==> src/rtl/sampler_pkg.sv <==
// rtl/sampler_pkg.sv - shared FSM states, LFSR constants and seed derivation for rejection_sampler
package sampler_pkg;

    typedef enum logic [1:0] {
        S_IDLE,
        S_RUN,
        S_DONE,
        S_TIMEOUT
    } state_t;

    localparam logic [31:0] LFSR_POLY   = 32'h80200003;
    localparam logic [31:0] SEED_SPREAD = 32'h9E3779B9;

    // An all-zero state would lock the LFSR, so it is replaced by 1.
    function automatic logic [31:0] lfsr_seed(input logic [31:0] base, input logic [31:0] idx);
        logic [31:0] s;
        s = base ^ (idx * SEED_SPREAD);
        if (s == 32'h0) begin
            s = 32'h1;
        end
        return s;
    endfunction

endpackage

==> src/rtl/sampler_lfsr32.sv <==
// rtl/sampler_lfsr32.sv - single 32-bit Galois LFSR (right shift) with enable and parameter seed
module sampler_lfsr32 #(
    parameter logic [31:0] SEED = 32'h1
) (
    input  logic        clk,
    input  logic        rst,
    input  logic        en,
    output logic [31:0] state
);
    import sampler_pkg::*;

    always_ff @(posedge clk or posedge rst) begin
        if (rst) begin
            state <= SEED;
        end else if (en) begin
            state <= {1'b0, state[31:1]} ^ (state[0] ? LFSR_POLY : 32'h0);
        end
    end

endmodule

==> src/rtl/rejection_sampler.sv <==
// rtl/rejection_sampler.sv - LFSR candidate generator, accept FIFO and run control; SAMPLER_DEDUP_EN rejects repeats of the last accept
module rejection_sampler #(
    parameter int          VEC_W      = 384,
    parameter int          FIFO_DEPTH = 4,
    parameter int          MAX_TRIES  = 1024,
    parameter logic [31:0] SEED       = 32'h1
) (
    input  logic             clk,
    input  logic             rst,
    input  logic             start,
    input  logic [15:0]      n_samples,
    output logic [VEC_W-1:0] cand,
    input  logic             chk_ok,
    output logic             out_valid,
    input  logic             out_ready,
    output logic [VEC_W-1:0] out_data,
    output logic             busy,
    output logic             done,
    output logic             timeout,
    output logic [31:0]      tries
);
    import sampler_pkg::*;

    localparam int NUM_LFSR = (VEC_W + 31) / 32;
    localparam int AW       = $clog2(FIFO_DEPTH);
    localparam int RW       = $clog2(MAX_TRIES + 1);

    state_t               state, state_nx;
    logic [NUM_LFSR*32-1:0] lfsr_cat;
    logic                 unused_lfsr;
    logic [15:0]          n_lat, acc_cnt;
    logic [RW-1:0]        rej_cnt;
    logic [VEC_W-1:0]     mem [FIFO_DEPTH];
    logic [AW:0]          wr_ptr, rd_ptr;
    logic                 full, start_ok, attempt, dup, accept, reject, pop;

    genvar g;
    generate
        for (g = 0; g < NUM_LFSR; g++) begin : g_lfsr
            sampler_lfsr32 #(
                .SEED(lfsr_seed(SEED, 32'(g)))
            ) u_lfsr (
                .clk  (clk),
                .rst  (rst),
                .en   (attempt),
                .state(lfsr_cat[g*32 +: 32])
            );
        end
    endgenerate

    assign cand        = lfsr_cat[VEC_W-1:0];
    assign unused_lfsr = ^lfsr_cat;

    // Stall uses registered full so a same-cycle pop cannot release it.
    assign full      = (wr_ptr[AW] != rd_ptr[AW]) && (wr_ptr[AW-1:0] == rd_ptr[AW-1:0]);
    assign out_valid = (wr_ptr != rd_ptr);
    assign out_data  = mem[rd_ptr[AW-1:0]];
    assign pop       = out_valid && out_ready;

    assign start_ok = start && (state != S_RUN);
    assign attempt  = (state == S_RUN) && !full;
    assign accept   = attempt && chk_ok && !dup;
    assign reject   = attempt && !accept;

`ifdef SAMPLER_DEDUP_EN
    logic [VEC_W-1:0] last_acc;
    logic             last_vld;

    always_ff @(posedge clk or posedge rst) begin
        if (rst) begin
            last_acc <= '0;
            last_vld <= 1'b0;
        end else if (start_ok) begin
            last_vld <= 1'b0;
        end else if (accept) begin
            last_acc <= cand;
            last_vld <= 1'b1;
        end
    end

    assign dup = last_vld && (cand == last_acc);
`else
    assign dup = 1'b0;
`endif

    always_comb begin
        state_nx = state;
        case (state)
            S_RUN: begin
                if (accept && (acc_cnt + 16'd1 == n_lat)) begin
                    state_nx = S_DONE;
                end else if (reject && (rej_cnt + RW'(1) == RW'(MAX_TRIES))) begin
                    state_nx = S_TIMEOUT;
                end
            end
            default: begin
                if (start) begin
                    state_nx = (n_samples == 16'd0) ? S_DONE : S_RUN;
                end
            end
        endcase
    end

    assign busy    = (state == S_RUN);
    assign done    = (state == S_DONE);
    assign timeout = (state == S_TIMEOUT);

    always_ff @(posedge clk or posedge rst) begin
        if (rst) begin
            state   <= S_IDLE;
            n_lat   <= 16'd0;
            acc_cnt <= 16'd0;
            rej_cnt <= '0;
            tries   <= 32'd0;
            wr_ptr  <= '0;
            rd_ptr  <= '0;
        end else begin
            state <= state_nx;
            if (start_ok) begin
                n_lat   <= n_samples;
                acc_cnt <= 16'd0;
                rej_cnt <= '0;
                tries   <= 32'd0;
            end else begin
                if (attempt && (tries != 32'hFFFF_FFFF)) begin
                    tries <= tries + 32'd1;
                end
                if (accept) begin
                    acc_cnt <= acc_cnt + 16'd1;
                    rej_cnt <= '0;
                end else if (reject) begin
                    rej_cnt <= rej_cnt + RW'(1);
                end
            end
            if (accept) begin
                wr_ptr <= wr_ptr + 1'b1;
            end
            if (pop) begin
                rd_ptr <= rd_ptr + 1'b1;
            end
        end
    end

    always_ff @(posedge clk) begin
        if (accept) begin
            mem[wr_ptr[AW-1:0]] <= cand;
        end
    end

endmodule
==> config.mk <==
export PLATFORM = sky130hd
export DESIGN_NAME = rejection_sampler
export DESIGN_NICKNAME = d
export VERILOG_FILES = /design/src/rtl/sampler_pkg.sv /design/src/rtl/sampler_lfsr32.sv /design/src/rtl/rejection_sampler.sv
export SDC_FILE = /design/constraint.sdc
export NUM_CORES = 2
export LEC_CHECK = 0
export ABC_AREA = 1
export CORE_ASPECT_RATIO = 0.75
export CORE_MARGIN = 8
export CORE_UTILIZATION = 56
export DETAILED_ROUTE_END_ITERATION = 8
export GPL_TIMING_DRIVEN = 0
export PLACE_DENSITY = 0.79
export SLEW_MARGIN = 20
export SYNTH_ARGS = -nofsm -noshare
export SYNTH_HDL_FRONTEND = slang
export SYNTH_HIERARCHICAL = 1
export SYNTH_SLANG_ARGS = --single-unit
==> constraint.sdc <==
create_clock -name clk -period 21.2 [get_ports clk]
set_clock_uncertainty 0.15 [all_clocks]
set_input_delay 4.24 -clock clk [delete_from_list [all_inputs] [get_ports clk]]
set_output_delay 4.24 -clock clk [all_outputs]
set_load 0.05 [all_outputs]
* Word level (Yosys, flattened, before mapping)
Memory sizes are Yosys's and may differ from the RTL's.
Cells that the tools add are included.
** Cells by class
- Add/subtract/negate cells :: 5
- Equal/unequal tests :: 11
- Muxes and demuxes :: 26
- Bitwise operators :: 12
- Reduce and logical (&&, ||, !) cells :: 17
** Operators by type and width (count)
- $mux W32 :: 14
- $xor A31 B32 Y32 :: 12
- $mux W11 :: 3
- $add A32 B1 Y32 const B :: 1
- $mux W16 :: 2
- $ne A32 B32 Y1 const B :: 1
- $add A16 B1 Y16 const B :: 1
- $eq A16 B16 Y1 :: 1
- $logic_not A16 Y1 :: 1
- $add A11 B1 Y11 const B :: 1
- $eq A11 B11 Y1 const B :: 1
- $mux W2 :: 5
- $logic_and A1 B1 Y1 :: 9
- $add A3 B1 Y3 const B :: 2
- $reduce_bool A2 Y1 :: 3
- $eq A2 B2 Y1 const B :: 2
- $ne A3 B1 Y1 const B :: 1
- $ne A3 B3 Y1 :: 1
- $reduce_bool A3 Y1 :: 1
- $eq A2 B1 Y1 const B :: 1
- $eq A2 B2 Y1 :: 1
- $logic_not A1 Y1 :: 2
- $mux W1 :: 2
- $ne A2 B1 Y1 const B :: 1
- 2 further kinds :: 2
** Word-level totals
- Register bits after elaboration :: 467
- Bits in writable memories :: 1536
- Input port bits :: 21
- Output and inout bits :: 804
- Word-level logic and storage cells :: 91
- Memories kept :: 1
** Memories
- mem :: depth 4, bits a word 384, rd ports 1, clocked after Yosys merged registers in 0, wr ports 1, line rejection_sampler.sv:33 : logic [VEC_W-1:0] mem [FIFO_DEPTH];

* Logic depth before layout (Yosys ltp)
- Depth in word-level cells :: 11
- Mapped depth :: 16
- Gate-level depth less buffers :: 16

* Hierarchy
The synthesis kept the hierarchy.
** Modules (own cells, without submodules)
- rejection_sampler :: times used 1, cells each 4410, area each 61380.1 µm², seq. area each 48201.2 µm²
- sampler_lfsr32 at g_lfsr[2].u_lfsr ... :: times used 3, cells each 130, area each 1333.8 µm², seq. area each 825.8 µm²
- sampler_lfsr32 at g_lfsr[11].u_lfsr ... :: times used 2, cells each 130, area each 1328.8 µm², seq. area each 820.8 µm²
- sampler_lfsr32 at g_lfsr[1].u_lfsr :: times used 1, cells each 130, area each 1332.5 µm², seq. area each 824.5 µm²
- sampler_lfsr32 at g_lfsr[6].u_lfsr :: times used 1, cells each 130, area each 1331.3 µm², seq. area each 823.3 µm²
- sampler_lfsr32 at g_lfsr[3].u_lfsr :: times used 1, cells each 130, area each 1330.0 µm², seq. area each 822.0 µm²
- sampler_lfsr32 at g_lfsr[10].u_lfsr :: times used 1, cells each 130, area each 1327.5 µm², seq. area each 819.5 µm²
- sampler_lfsr32 at g_lfsr[5].u_lfsr :: times used 1, cells each 130, area each 1325.0 µm², seq. area each 817.0 µm²
- sampler_lfsr32 at g_lfsr[7].u_lfsr :: times used 1, cells each 130, area each 1323.8 µm², seq. area each 815.8 µm²
- sampler_lfsr32 at g_lfsr[0].u_lfsr :: times used 1, cells each 130, area each 1310.0 µm², seq. area each 802.0 µm²

* Least setup slack after synthesis
Ideal clock, no wire load.
- Path type :: input -> register
- Start point :: input chk_ok
- End point :: memory mem[0][0], enable pin
- Library setup time :: 1.141 ns
- Arrival time :: 20.592 ns
- Required time :: 19.909 ns
- Setup slack :: -0.682 ns
- Stages :: 4
- Buffers on the path :: 2
- Cells stage by stage :: nand3_1 > buf_4 > clkbuf_1 > nor2_1
** Between the ends
- Longest elaborated chain between the ends :: 3
** RTL lines
- from (decl) :: line rejection_sampler.sv:13 : input logic chk_ok,
- $logic_and A1 B1 Y1 :: line rejection_sampler.sv:62 : assign accept = attempt && chk_ok && !dup;
- $mux W1 :: line rejection_sampler.sv:145 : if (accept) begin
- $mux W1 (not written as such) :: line rejection_sampler.sv:146 : mem[wr_ptr[AW-1:0]] <= cand;
- to (decl) :: line rejection_sampler.sv:33
No other way between the ends.

* Final worst setup path
- Start point :: register rd_ptr[0]
- End point :: output out_data[375]
** Between the ends
- Longest elaborated chain between the ends :: 1
** RTL lines
- from (decl) :: line rejection_sampler.sv:34 : logic [AW:0] wr_ptr, rd_ptr;
- from (signal assigned) :: line rejection_sampler.sv:139 : rd_ptr <= rd_ptr + 1'b1;
- $mem_v2 Z4 W384
- to (decl) :: line rejection_sampler.sv:16 : output logic [VEC_W-1:0] out_data,
No other way between the ends.

==> impl_metrics.env <==
export IMPL_cts_tree="yes"
export IMPL_synth_edff_count=1536
export IMPL_endpoint_kind="primary output"
export IMPL_vias=54100
export IMPL_antenna_found_initial=5
export IMPL_power_per_cell_area_nw_per_um2=157
export IMPL_placed_area_um2=89800
export IMPL_setup_viol=0
export IMPL_start_kind="flip-flop"
export IMPL_share_seq_of_total_power=0.317
export IMPL_hp_class="flip-flop to flip-flop"
export IMPL_grt_ovfl_total=0
export IMPL_ys_seq_area_frac=0.751
export IMPL_clock_sinks=2003
export IMPL_final_common_cell="edfxtp_1"
export IMPL_reg2reg_depth=14
export IMPL_intPower_mw=8.46
export IMPL_rsz0062_at_grt="no"
export IMPL_worst_pin_slew_ns=1.19
export IMPL_final_cell_mix="1536 x edfxtp_1, 953 x o21ai_0, 824 x nor2_1, 823 x clkdlybuf4s50_1, 660 x nand2_1"
export IMPL_synth_top_cell_area_share=0.597
export IMPL_initial_core_util=0.562
export IMPL_synth_area_leaders="edfxtp_1 60%, dfrtp_1 9.1%, dfstp_2 6.4%"
export IMPL_root_buffer="clkbuf_16"
export IMPL_hpwl_um=158000
export IMPL_syn_num_nets=6000
export IMPL_crit_required_ns=16.81
export IMPL_rows=118
export IMPL_ctsLongestPathBuffers=3
export IMPL_ioPinCount=825
export IMPL_holdPathStages=2
export IMPL_p_leak_nw=33.4
export IMPL_max_cap_viol_count=0
export IMPL_cpPeakStageDelay_ns=0.95
export IMPL_syn_inst=5970
export IMPL_port_buffers=824
export IMPL_layout_cells_non_filler=9082
export IMPL_slew_headroom=0.207
export IMPL_die_width_um=445
export IMPL_placeableCoreArea_um2=138000
export IMPL_ys_async_sr_fraction=0.233
export IMPL_drc=0
export IMPL_synth_largest_area_cell="edfxtp_1"
export IMPL_crit_path_max_fanout=10
export IMPL_wl_per_cell_um=25.6
export IMPL_drive_gt1_frac=0.129
export IMPL_synth_seq_cells=2003
export IMPL_crit_slowest_cell="clkdlybuf4s50_1"
export IMPL_htreeDepth=4
export IMPL_gp_congestion=0.910
export IMPL_synth_area_um2=77300
export IMPL_status="finished clean"
export IMPL_avgSynthCellArea_um2=13.0
export IMPL_grt_max_degree=69
export IMPL_grt_usage=0.301
export IMPL_p_comb_frac=0.459
export IMPL_nFillCells=8988
export IMPL_antenna_left=0
export IMPL_finalInstanceArea_um2=96000
export IMPL_die_area_um2=150000
export IMPL_criticalPathCategory="flip-flop to primary output"
export IMPL_period_share=0.448
export IMPL_cts_resized=0
export IMPL_maxClockFrequency_mhz=105
export IMPL_report_final_slew_viol_count=0
export IMPL_finalHoldViolations=0
export IMPL_dp_cells=8737
export IMPL_ys_types=42
export IMPL_areaGrowthSynthToFinish_pct=24.1
export IMPL_clkPwrFrac=0.224
export IMPL_path_clk_slew_ns=0.07
export IMPL_period_minus_slack_ns=9.50
export IMPL_first_global_vias=52700
export IMPL_firstDrtPassIters=6
export IMPL_hold_buffers=0
export IMPL_path_cells="buf_2, buf_2, inv_1, buf_4, buf_2, clkbuf_1, o21ai_0, o22ai_1, clkdlybuf4s50_1"
export IMPL_ys_warnings_count=6
export IMPL_crit_top_cell="buf_2"
export IMPL_arrival_ns=5.11
export IMPL_clk_insertion_delay_late_ns=0.83
export IMPL_first_iter_violations=5967
export IMPL_p_sw_mw=6.60
export IMPL_grt_pass1_wl_um=342000
export IMPL_fin_nets=7090
export IMPL_die_h_um=338
export IMPL_viasPerCell=5.95
export IMPL_synth_ff_type="edfxtp_1"
export IMPL_switching_share=0.438
export IMPL_routed_wl_um=232000
export IMPL_cts_buffers=181
export IMPL_vdd_drop_max_mv=0.197
export IMPL_postCtsSetupBuffers=0
[metal layers]
metal | GRT usage | up-vias | part of all wire
li1 | - | 23600 | -
met1 | 0.387 | 26800 | 0.37
met2 | 0.478 | 3091 | 0.47
met3 | 0.0591 | 587 | 0.092
met4 | 0.184 | 0 | 0.074
met5 | 0 | - | 0
[path summary, 6_finish.rpt]
path                            from  slack [ns]                        end
max                        rd_ptr[0]       11.70              out_data[375]
min                        n_lat[11]        0.35                  n_lat[11]
max reg2reg                rd_ptr[0]       17.18                mem[0][152]
min reg2reg                n_lat[11]        0.35                  n_lat[11]
max in group asynchronous        rst       16.67  g_lfsr[0].u_lfsr/state[8]
min in group asynchronous        rst        3.50                  tries[27]
[power groups by stage]
stage	clock network [mW]	logic [mW]	registers, mW
floorplan	0	4.14	5.11
global placement	0	6.61	5.33
detailed placement	0	6.84	4.84
CTS	3.39	6.90	4.77
global route	3.54	7.21	4.80
finish	3.37	6.92	4.77
[registers in the layout, indices dropped and copies added (netlist names)]
register,flops
mem,1536
g_lfsr.u_lfsr/state,384
tries,32
acc_cnt,16
n_lat,16
rej_cnt,11
rd_ptr,3
wr_ptr,3
state,2
[cell families after synthesis]
logic type | share of synthesized area
compound gates | 0.118
simple gates | 0.0854
buf+inv | 0.0417
fa+ha+maj | 0.00146
flops | 0.751
xor+xnor | 0.00280
[stage by stage]
stage          setup slack [ns]  setup TNS [ns]  power [mW]   util  hold WS, ns
2_1_floorplan            -0.682        -1008.98        9.25      -        0.294
6_report                  11.70               0        15.1  0.697        0.346
4_1_cts                   11.56               0        15.1  0.697        0.347
5_1_grt                   11.55               0        15.5  0.697        0.360
3_5_place_dp              12.46               0        11.7  0.653        0.324
3_3_place_gp             -14.45               -        11.9  0.639        0.315
[area by class of cell]
| cell class | instances | area (um2) | share of cell area |
|---|---|---|---|
| Sequential cell | 2003 | 58000 | 0.605 |
| Multi-Input combinational cell | 3287 | 16100 | 0.168 |
| Timing Repair Buffer | 907 | 10200 | 0.106 |
| Clock buffer | 265 | 5270 | 0.0549 |
| Tap cell | 1860 | 2330 | 0.0242 |
| Buffer | 352 | 1960 | 0.0205 |
| Inverter | 328 | 1270 | 0.0132 |
| Clock inverter | 78 | 851 | 0.00887 |
| Antenna cell | 2 | 5.00 | 0.0000522 |
[synth_stat cells (2+ instances only)]
| master | n |
|---|---|
| o21a_1 | 2 |
| inv_2 | 9 |
| xnor2_1 | 3 |
| edfxtp_1 | 1536 |
| clkbuf_1 | 204 |
| a31oi_1 | 2 |
| nand4_1 | 22 |
| a21oi_1 | 14 |
| nor2_2 | 8 |
| nor3_1 | 26 |
| nand2_2 | 4 |
| nand3_1 | 100 |
| buf_4 | 28 |
| buf_2 | 59 |
| ha_1 | 9 |
| inv_4 | 13 |
| nand2_1 | 660 |
| xor2_1 | 19 |
| dfstp_2 | 187 |
| o21ai_1 | 42 |
| o21ai_0 | 953 |
| dfrtp_1 | 280 |
| o22ai_1 | 394 |
| nor2_4 | 3 |
| o31ai_1 | 7 |
| nor4_1 | 7 |
| nor2_1 | 828 |
| buf_6 | 61 |
| inv_1 | 305 |
| and3_1 | 2 |
| o21ai_2 | 172 |
[critical path: cells and delay by family, from the launching register on]
| family | cells | cell delay, ns |
|---|---|---|
| compound gates | 2 | 0.75 |
| buf+inv | 7 | 3.10 |
| flops | 1 | 0.41 |
(Power assumes the default switching activity.)
